<file path="src/rtl/wb_arb_xbar.sv">
// Shared-bus Wishbone B3 interconnect: round-robin master arbitration, top-bits slave decode,
// optional top-nibble address folding, unmapped-address and bus-timeout error generation.
module wb_arb_xbar #(
    parameter int          NM        = 2,
    parameter int          NS        = 4,
    parameter int          AW        = 32,
    parameter int          DW        = 32,
    parameter int          DEC_BITS  = 4,
    parameter int          TIMEOUT   = 255,
    parameter int          REMAP_EN  = 1,
    parameter int          REMAP_BIT = 28,
    parameter logic [3:0]  REMAP_NIB = 4'h2
) (
    input  logic                   clk_i,
    input  logic                   rst_i,
    input  logic [NM-1:0]          m_cyc_i,
    input  logic [NM-1:0]          m_stb_i,
    input  logic [NM-1:0]          m_we_i,
    input  logic [NM*(DW/8)-1:0]   m_sel_i,
    input  logic [NM*AW-1:0]       m_adr_i,
    input  logic [NM*DW-1:0]       m_dat_i,
    output logic [NM*DW-1:0]       m_dat_o,
    output logic [NM-1:0]          m_ack_o,
    output logic [NM-1:0]          m_err_o,
    output logic [NS-1:0]          s_cyc_o,
    output logic [NS-1:0]          s_stb_o,
    output logic                   s_we_o,
    output logic [DW/8-1:0]        s_sel_o,
    output logic [AW-1:0]          s_adr_o,
    output logic [DW-1:0]          s_dat_o,
    input  logic [NS*DW-1:0]       s_dat_i,
    input  logic [NS-1:0]          s_ack_i,
    input  logic [NS-1:0]          s_err_i,
    output logic [NM-1:0]          gnt_o,
    output logic                   busy_o
);
    localparam int SW = DW / 8;
    localparam int RW = (NM > 1) ? $clog2(NM) : 1;
    localparam logic [0:0] ST_IDLE = 1'b0;
    localparam logic [0:0] ST_OWN  = 1'b1;

    logic [0:0]          r_state;
    logic [RW-1:0]       r_gidx;
    logic [RW-1:0]       r_rr;
    logic [NM-1:0]       r_gnt;
    logic [7:0]          r_tcnt;
    logic                r_err;
    logic                r_sup;

    logic                w_own;
    logic                w_cyc, w_stb, w_we;
    logic [SW-1:0]       w_sel;
    logic [AW-1:0]       w_adr_raw, w_adr;
    logic [DW-1:0]       w_dat;
    logic [DEC_BITS-1:0] w_idx;
    logic [NS-1:0]       w_hit;
    logic                w_map, w_sack, w_serr;
    logic [DW-1:0]       w_sdat;
    logic [RW-1:0]       w_pick;
    logic [NM-1:0]       w_pick_oh;

    // First requester strictly after rr, wrapping; rr itself is considered last.
    function automatic logic [RW-1:0] f_rr_pick(input logic [NM-1:0] req, input logic [RW-1:0] rr);
        logic [RW-1:0] pick;
        logic          found;
        int            j;
        pick  = rr;
        found = 1'b0;
        for (int k = 1; k <= NM; k++) begin
            j = (int'(rr) + k) % NM;
            if (!found && req[j]) begin
                pick  = RW'(j);
                found = 1'b1;
            end
        end
        return pick;
    endfunction

    assign w_own  = (r_state == ST_OWN);
    assign w_pick = f_rr_pick(m_cyc_i, r_rr);

    always_comb begin
        w_pick_oh = '0;
        for (int k = 0; k < NM; k++) w_pick_oh[k] = (w_pick == RW'(k));
    end

    always_comb begin
        w_cyc     = 1'b0;
        w_stb     = 1'b0;
        w_we      = 1'b0;
        w_sel     = '0;
        w_adr_raw = '0;
        w_dat     = '0;
        for (int k = 0; k < NM; k++) begin
            if (w_own && r_gidx == RW'(k)) begin
                w_cyc     = m_cyc_i[k];
                w_stb     = m_stb_i[k];
                w_we      = m_we_i[k];
                w_sel     = m_sel_i[k*SW +: SW];
                w_adr_raw = m_adr_i[k*AW +: AW];
                w_dat     = m_dat_i[k*DW +: DW];
            end
        end
    end

    always_comb begin
        w_adr = w_adr_raw;
        if (REMAP_EN != 0 && w_adr_raw[REMAP_BIT]) w_adr[AW-1 -: 4] = REMAP_NIB;
    end

    assign w_idx = w_adr[AW-1 -: DEC_BITS];

    always_comb begin
        w_hit  = '0;
        w_sack = 1'b0;
        w_serr = 1'b0;
        w_sdat = '0;
        for (int i = 0; i < NS; i++) begin
            if (w_own && w_idx == DEC_BITS'(i)) begin
                w_hit[i] = 1'b1;
                w_sack   = s_ack_i[i];
                w_serr   = s_err_i[i];
                w_sdat   = s_dat_i[i*DW +: DW];
            end
        end
    end

    assign w_map = |w_hit;

    // A pending forced error masks the strobe so the slave cannot complete the aborted access.
    assign s_cyc_o = w_hit & {NS{w_cyc}};
    assign s_stb_o = w_hit & {NS{w_stb && !r_err}};
    assign s_we_o  = w_we;
    assign s_sel_o = w_sel;
    assign s_adr_o = w_adr;
    assign s_dat_o = w_dat;
    assign gnt_o   = r_gnt;
    assign busy_o  = w_own;

    always_comb begin
        m_ack_o = '0;
        m_err_o = '0;
        m_dat_o = '0;
        for (int k = 0; k < NM; k++) begin
            if (w_own && r_gidx == RW'(k)) begin
                m_ack_o[k]          = w_sack && !r_err;
                m_err_o[k]          = r_err || (w_serr && !w_sack);
                m_dat_o[k*DW +: DW] = w_sdat;
            end
        end
    end

    always_ff @(posedge clk_i) begin
        if (!rst_i) begin
            r_state <= ST_IDLE;
            r_gidx  <= '0;
            r_rr    <= '0;
            r_gnt   <= '0;
            r_tcnt  <= '0;
            r_err   <= 1'b0;
            r_sup   <= 1'b0;
        end else begin
            r_err <= 1'b0;
            r_sup <= r_err;
            case (r_state)
                ST_IDLE: begin
                    r_tcnt <= '0;
                    if (|m_cyc_i) begin
                        r_state <= ST_OWN;
                        r_gidx  <= w_pick;
                        r_rr    <= w_pick;
                        r_gnt   <= w_pick_oh;
                    end
                end
                default: begin
                    if (!w_cyc) begin
                        r_state <= ST_IDLE;
                        r_gnt   <= '0;
                        r_tcnt  <= '0;
                    end else begin
                        // r_sup keeps a master still holding stb after a miss from a second pulse.
                        if (w_stb && !w_map && !r_err && !r_sup) r_err <= 1'b1;
                        if (w_stb && w_map && !r_err && !w_sack && !w_serr) begin
                            if (r_tcnt == 8'(TIMEOUT - 1)) begin
                                r_err  <= 1'b1;
                                r_tcnt <= '0;
                            end else begin
                                r_tcnt <= r_tcnt + 8'd1;
                            end
                        end else begin
                            r_tcnt <= '0;
                        end
                    end
                end
            endcase
        end
    end
endmodule

</file>
<file path="config.mk">
export PLATFORM = sky130hd
export DESIGN_NAME = wb_arb_xbar
export DESIGN_NICKNAME = d
export VERILOG_FILES = /design/src/rtl/wb_arb_xbar.sv
export SDC_FILE = /design/constraint.sdc
export NUM_CORES = 1
export LEC_CHECK = 0
export BUFFER_PORTS_ARGS = -buffer_cell sky130_fd_sc_hd__buf_2
export CAP_MARGIN = 20
export CELL_PAD_IN_SITES_DETAIL_PLACEMENT = 1
export CELL_PAD_IN_SITES_GLOBAL_PLACEMENT = 1
export CORE_AREA = 5 5 163 165
export CTS_CLUSTER_DIAMETER = 120
export DETAILED_ROUTE_END_ITERATION = 8
export DIE_AREA = 0 0 168 170
export HOLD_SLACK_MARGIN = 0.03
export PLACE_DENSITY_LB_ADDON = 0.1
export SYNTH_ARGS = -nofsm -noshare
export SYNTH_HDL_FRONTEND = slang
export SYNTH_SLANG_ARGS = --single-unit
</file>
<file path="constraint.sdc">
create_clock -name clk_i -period 2.5 [get_ports clk_i]
set_clock_uncertainty 0.1 [all_clocks]
set_input_delay 0.125 -clock clk_i [delete_from_list [all_inputs] [get_ports clk_i]]
set_output_delay 0.125 -clock clk_i [all_outputs]
set_load 0.1 [all_outputs]
</file>
### After elaboration in Yosys (flattened, before gate mapping)

Index checks and enable logic that the tools add are counted.

* add/subtract/negate cells: 3
* divide/modulo/power cells: 0
* shift operators: 0
* muxes and demuxes: 53
* equal/unequal tests: 5
* $mul: 0
* reduce and logical (&&, ||, !) cells: 32
* $lt $le $gt $ge: 2
* bitwise operators: 10

Operators by type and width (count)
* two-way mux 32 bit: 10
* two-way mux 1 bit: 37
* logical AND 1 bit: 17
* two-way mux 4 bit: 3
* adder 8 x 1 -> 8 bit (second input constant): 1
* AND 4 bit: 2
* == test 4 x 2 -> 1 bit (second input constant): 2
* == test 8 bit (second input constant): 1
* logical NOT 1 bit: 6
* < comparator 2 x 3 -> 1 bit (second input constant): 2
* two-way mux 2 bit: 3
* NOT 1 bit: 6
* OR reduction 5 bit: 1
* == test 4 x 1 -> 1 bit (second input constant): 1
* logical NOT 4 bit: 1
* AND reduction 2 bit: 2
* OR reduction 4 bit: 1
* AND reduction 3 bit: 1
* adder 1 bit (second input constant): 2
* AND 1 bit (first input constant): 2
* inequality test 2 bit (second input constant): 1
* nonzero test 2 bit: 1
* OR reduction 2 bit: 1
* logical OR 1 bit: 1

* memories kept: 0
* ROM bits: 0
* input port bits: 280
* RAM bits: 0
* logic and storage cells: 111
* register bits after elaboration: 14
* latch bits: 0
* output and inout port bits: 148

### Depth between registers and ports, before layout

* word-level depth: 16
* mapped depth: 7
* depth with buffers taken out: 6

### Least setup slack after synthesis

OpenSTA, ideal clock, no wires.

* kind: reg2out
* from: register r_state (netlist: busy_o)
* to: output port m_ack_o[0]
* stages on the path, launching flop included: 5
* path buffers: 0
* arrival time: 6.846 ns
* required time: 2.275 ns
* path slack: -4.571 ns
* path through: dfxtp_1 > inv_1 > nor3_1 > mux2i_1 > nor4_1

* cells in the longest elaborated chain, start to end: 12
* elaborated cells between the ends (all ways): 19
* classes of those cells: 3 x eq/ne; 8 x mux; 8 x reduce/logical

Ends and longest elaborated chain
* start, declared: RTL line 42 `logic [0:0] r_state;`
* start signal, assigned: RTL line 155 `r_state <= ST_IDLE;`
* start signal, assigned: RTL line 169 `r_state <= ST_OWN;`
* start signal, assigned: RTL line 177 `r_state <= ST_IDLE;`
* logical AND 1 bit: RTL line 95 `if (w_own && r_gidx == RW'(k)) begin`
* two-way mux 32 bit: RTL line 95
* two-way mux 32 bit (*): RTL line 95
* two-way mux 4 bit (*): RTL line 108 `if (REMAP_EN != 0 && w_adr_raw[REMAP_BIT]) w_adr[AW-1 -: 4] = REMAP_NIB;`
* via s_adr_o[29]: RTL line 29 `output logic [AW-1:0] s_adr_o,`
* logical NOT 4 bit: RTL line 119 `if (w_own && w_idx == DEC_BITS'(i)) begin`
* logical AND 1 bit: RTL line 119
* two-way mux 1 bit (3 in series): RTL line 119
* two-way mux 1 bit (*): RTL line 119
* logical AND 1 bit (*): RTL line 146 `m_ack_o[k] = w_sack && !r_err;`
* two-way mux 1 bit (*): RTL line 145 `if (w_own && r_gidx == RW'(k)) begin`
* end, declared: RTL line 23 `output logic [NM-1:0] m_ack_o,`

The timed path passes the listed nets; every way through them passes the cells marked *.

==> results.txt <==
Yosys mapped a number of flops with a built-in enable equal to 0. The run gives 10200 µm as the met2 wire length. The clock passes through at most 2 buffers. The detail-routed via count per cell is 4.06, and the initial antenna violation count is 4. At the end of the flow, the number of nets in the layout was 991.

The primary flip-flop cell chosen by synthesis mapping was sky130_fd_sc_hd__dfxtp_1. Tracing the worst setup path back leads to its startpoint at r_rr. The tools report the area of the die as 28600 µm². The area growth from synthesis to layout is 192%.

The first TritonRoute pass finished after 4 iterations. In this run the count of I/O pins placed on the die edge is 428. The post-route cell area is 7600 µm², and the share of the core filled with cells is 30.5%.

Entering global routing, the biggest net connects 52 pins. In this run the remaining antenna-violating nets after routing total 0. The number of unique standard cell types used by synthesis is 42, and the global routing usage summed across all routing layers is 11.9%. The largest delay contributor family on the critical path was simple AND/OR/NAND/NOR gates. The sum of buffers and inverters on the critical path is 3, and the leakage power is 0.00340 µW.

For the via count of the first global-routing pass, the log shows 4651. Cells with a size suffix above 1 make up 78.4% of the layout. Origin of the critical flop-to-flop path: r_rr. For the data required time at the worst endpoint, the log shows 2.28 ns.

The fraction of registers with async set/reset is 0%. The most repeated library cell on the critical path was sky130_fd_sc_hd__nor3_4. The shortest clock period the worst path allows after layout was 2.39 ns; the number of cells produced by synthesis was 347. The H-tree depth reported by CTS is 1, and the floorplan die width is 168 µm. The tools report the final-report max-slew violation count as 0. The startpoint identified for the worst hold timing path is rst_i.

The highest metal layer with signal wires was met5. The total number of vias was 4211. The tightest min-delay check is of the input pin to flip-flop type. The logs give 0 for the post-route DRC violation count and 18700 µm for the aggregate routed wire length.

The register cell area after layout is 288 µm², and the wire length per cell after detailed routing is 18.1 µm. The power per cell area is 308 nW/µm². After synthesis, the most frequently instantiated cells are sky130_fd_sc_hd__nor2_1 (83), sky130_fd_sc_hd__mux2i_1 (67), sky130_fd_sc_hd__a22o_1 (64).

The insertion delay to the later sink of the worst-skew pair came out at 0.24 ns. Clock tree root driver cell: sky130_fd_sc_hd__clkbuf_16. In this run, synthesis produced a sequential element count of 14.

The share of synthesized area in the top cell type comes to 25.8%. The core region is 24900 µm². The sort of element at the end of the critical path is a primary output. The library cell with the highest instance count after synthesis was sky130_fd_sc_hd__nor2_1. The tree built by TritonCTS fans out to 14 sinks.

The tools report the highest ir drop seen on vdd as 255 µV. The cts-stage hold buffer count is 0. Setup repair after global routing left no endpoint under its margin. The Yosys warning count is 0.

The synthesized area was 2600 µm²; the achievable clock frequency was 418 MHz. The run gives 0 as the number of endpoints failing setup at the final stage. Biggest area consumer among synthesized cells: sky130_fd_sc_hd__mux2i_1. The tools report the hold violation count in the final report as 0.

The overall die height came out at 170 µm. The portion of the clock cycle consumed by the worst path in the final layout came out at 95.8%. The critical path goes through nor3b_2 -> buf_4 -> nor3_4 -> buf_4 -> mux2i_4 -> nor3_4 -> nor3_4 -> buf_12. The number of standard-cell rows in the floorplan came out at 58.

Total met3 wirelength after detailed routing: 1650 µm. The worst setup path is launched from a flip-flop. The layout has 2844 filler cells. The run gives 0 as the final antenna diode count.

Data on the critical path arrives at its endpoint at 2.17 ns. Along the worst path, the maximum fanout reaches 10. For this block, wires on met1 add up to 6780 µm.

Once detailed placement completed, the half-perimeter wirelength came to 16300 µm. The longest individual stage delay on the worst path is 0.38 ns. The library cell contributing the largest single delay on the critical path is sky130_fd_sc_hd__dfxtp_4. Clock-pin slew was measured on the worst setup and hold paths at 0.05 ns.

For the pin with the worst max-slew slack, the measured transition is 0.847 ns. The area of combinational cells with multiple inputs came out at 2980 µm². Once placement finished, the instance area stood at 7380 µm². By area the synthesized netlist is led by sky130_fd_sc_hd__mux2i_1 (26%), sky130_fd_sc_hd__a22o_1 (22%), sky130_fd_sc_hd__nor2_1 (12%). TritonCTS built the clock tree. Summing the sequential cell areas from Yosys gives 10.8% of the chip area. The number of port buffers works out to 354. The last weighted congestion value of the routability-driven placer is 0.769, and the total congestion overflow is 0. The mean area per synthesized cell was 7.49 µm². For the wire length of the first global-routing pass, the log shows 27500 µm. The type of the setup path with the least slack is flip-flop to primary output. The flow ran to the end, and the final reports show no timing, DRC or antenna violations.

The tools report the number of maximum-capacitance violations as 0. After the first detailed-routing iteration, the DRC count stood at 78. Once the floorplan was initialized, standard cells occupied 10.4% of the core.

In this run the tightest slew margin relative to its limit is 43.5%. TritonCTS created 3 clock buffers. Overall power consumption: 2340 µW.
-- area by class of cell --
cell class	count	share of cell area [%]
Timing Repair Buffer	387	50.3
Multi-Input combinational cell	299	39.2
Tap cell	330	5.43
Sequential cell	14	3.78
Clock buffer	4	1.04
Inverter	4	0.230
-- cells by family after synthesis --
family,synth area share [%]
simple gates,24.7
compound gates,27.0
mux,27.1
buf+inv,7.31
flops,10.8
xor+xnor,2.02
fa+ha+maj,0.962
other cells,0.144
-- cells in the final DEF, fill, tap and decap left out, types with 3 or more instances in the layout --
cell                        Yosys  final
sky130_fd_sc_hd__a21oi_1        6      5
sky130_fd_sc_hd__a22o_2         0      4
sky130_fd_sc_hd__a22o_4         0     60
sky130_fd_sc_hd__buf_12         0    120
sky130_fd_sc_hd__buf_2         17    240
sky130_fd_sc_hd__buf_4          5     25
sky130_fd_sc_hd__clkbuf_16      0      4
sky130_fd_sc_hd__conb_1         1      5
sky130_fd_sc_hd__dfxtp_1       14     12
sky130_fd_sc_hd__inv_1          4      3
sky130_fd_sc_hd__mux2i_1       67     66
sky130_fd_sc_hd__nand2_1        9      9
sky130_fd_sc_hd__nand2b_1       3      3
sky130_fd_sc_hd__nand3_1        8      8
sky130_fd_sc_hd__nor2_1        83     12
sky130_fd_sc_hd__nor2_2         0     69
sky130_fd_sc_hd__nor3_2        10      8
sky130_fd_sc_hd__nor3_4         1      7
sky130_fd_sc_hd__o21ai_0        4      4
sky130_fd_sc_hd__xnor2_1        3      3
sky130_fd_sc_hd__xor2_1         3      3
-- where the power goes --
| part | internal (µW) | switching (µW) |
|---|---|---|
| combinational | 594 | 1210 |
| clock | 215 | 89.6 |
| sequential | 230 | 9.68 |
| total | 1040 | 1300 |
-- path summary, 6_finish.rpt --
path                end  slack, ns  depth (start not counted)
min               r_sup       0.05                          2
min reg2reg       r_err       0.31                          1
max          m_err_o[0]       0.11                          8
max reg2reg   r_tcnt[5]       0.24                          6
-- metal layers --
| metal | track usage (%) | vias up |
|---|---|---|
| met2 | 23.1 | 199 |
| met4 | 0.741 | 8 |
| met1 | 13.2 | 1980 |
| met5 | 0 | - |
| met3 | 4.04 | 15 |
| li1 | - | 2009 |
-- metrics by stage --
step / setup TNS, ns / hold WS [ns] / setup WS [ns] / cells
finish: 0 / 0.0459 / 0.106 / 1038
floorplan: -3.27 / 0.141 / -0.584 / 351
global placement: 0 / 0.299 / 0.0853 / 1023
detailed placement: 0 / 0.304 / 0.0796 / 1023
global route: 0 / 0.0592 / 0.0146 / 1038
CTS: 0 / 0.0534 / 0.0534 / 1033
-- state kept, by name (all words and copies together) (netlist names) --
register / cells
busy_o: 1
gnt_o: 2
r_err: 1
r_tcnt: 8
r_rr: 1
r_sup: 1
-- timing repair --
action,CTS,global route
pin swaps,2,1
gates resized for setup,2,3
endpoints found under the setup margin,60,53
hold endpoints to repair,0,0
gates cloned,0,1
buffers inserted,6,4
Power figures use the tool's default switching activity.
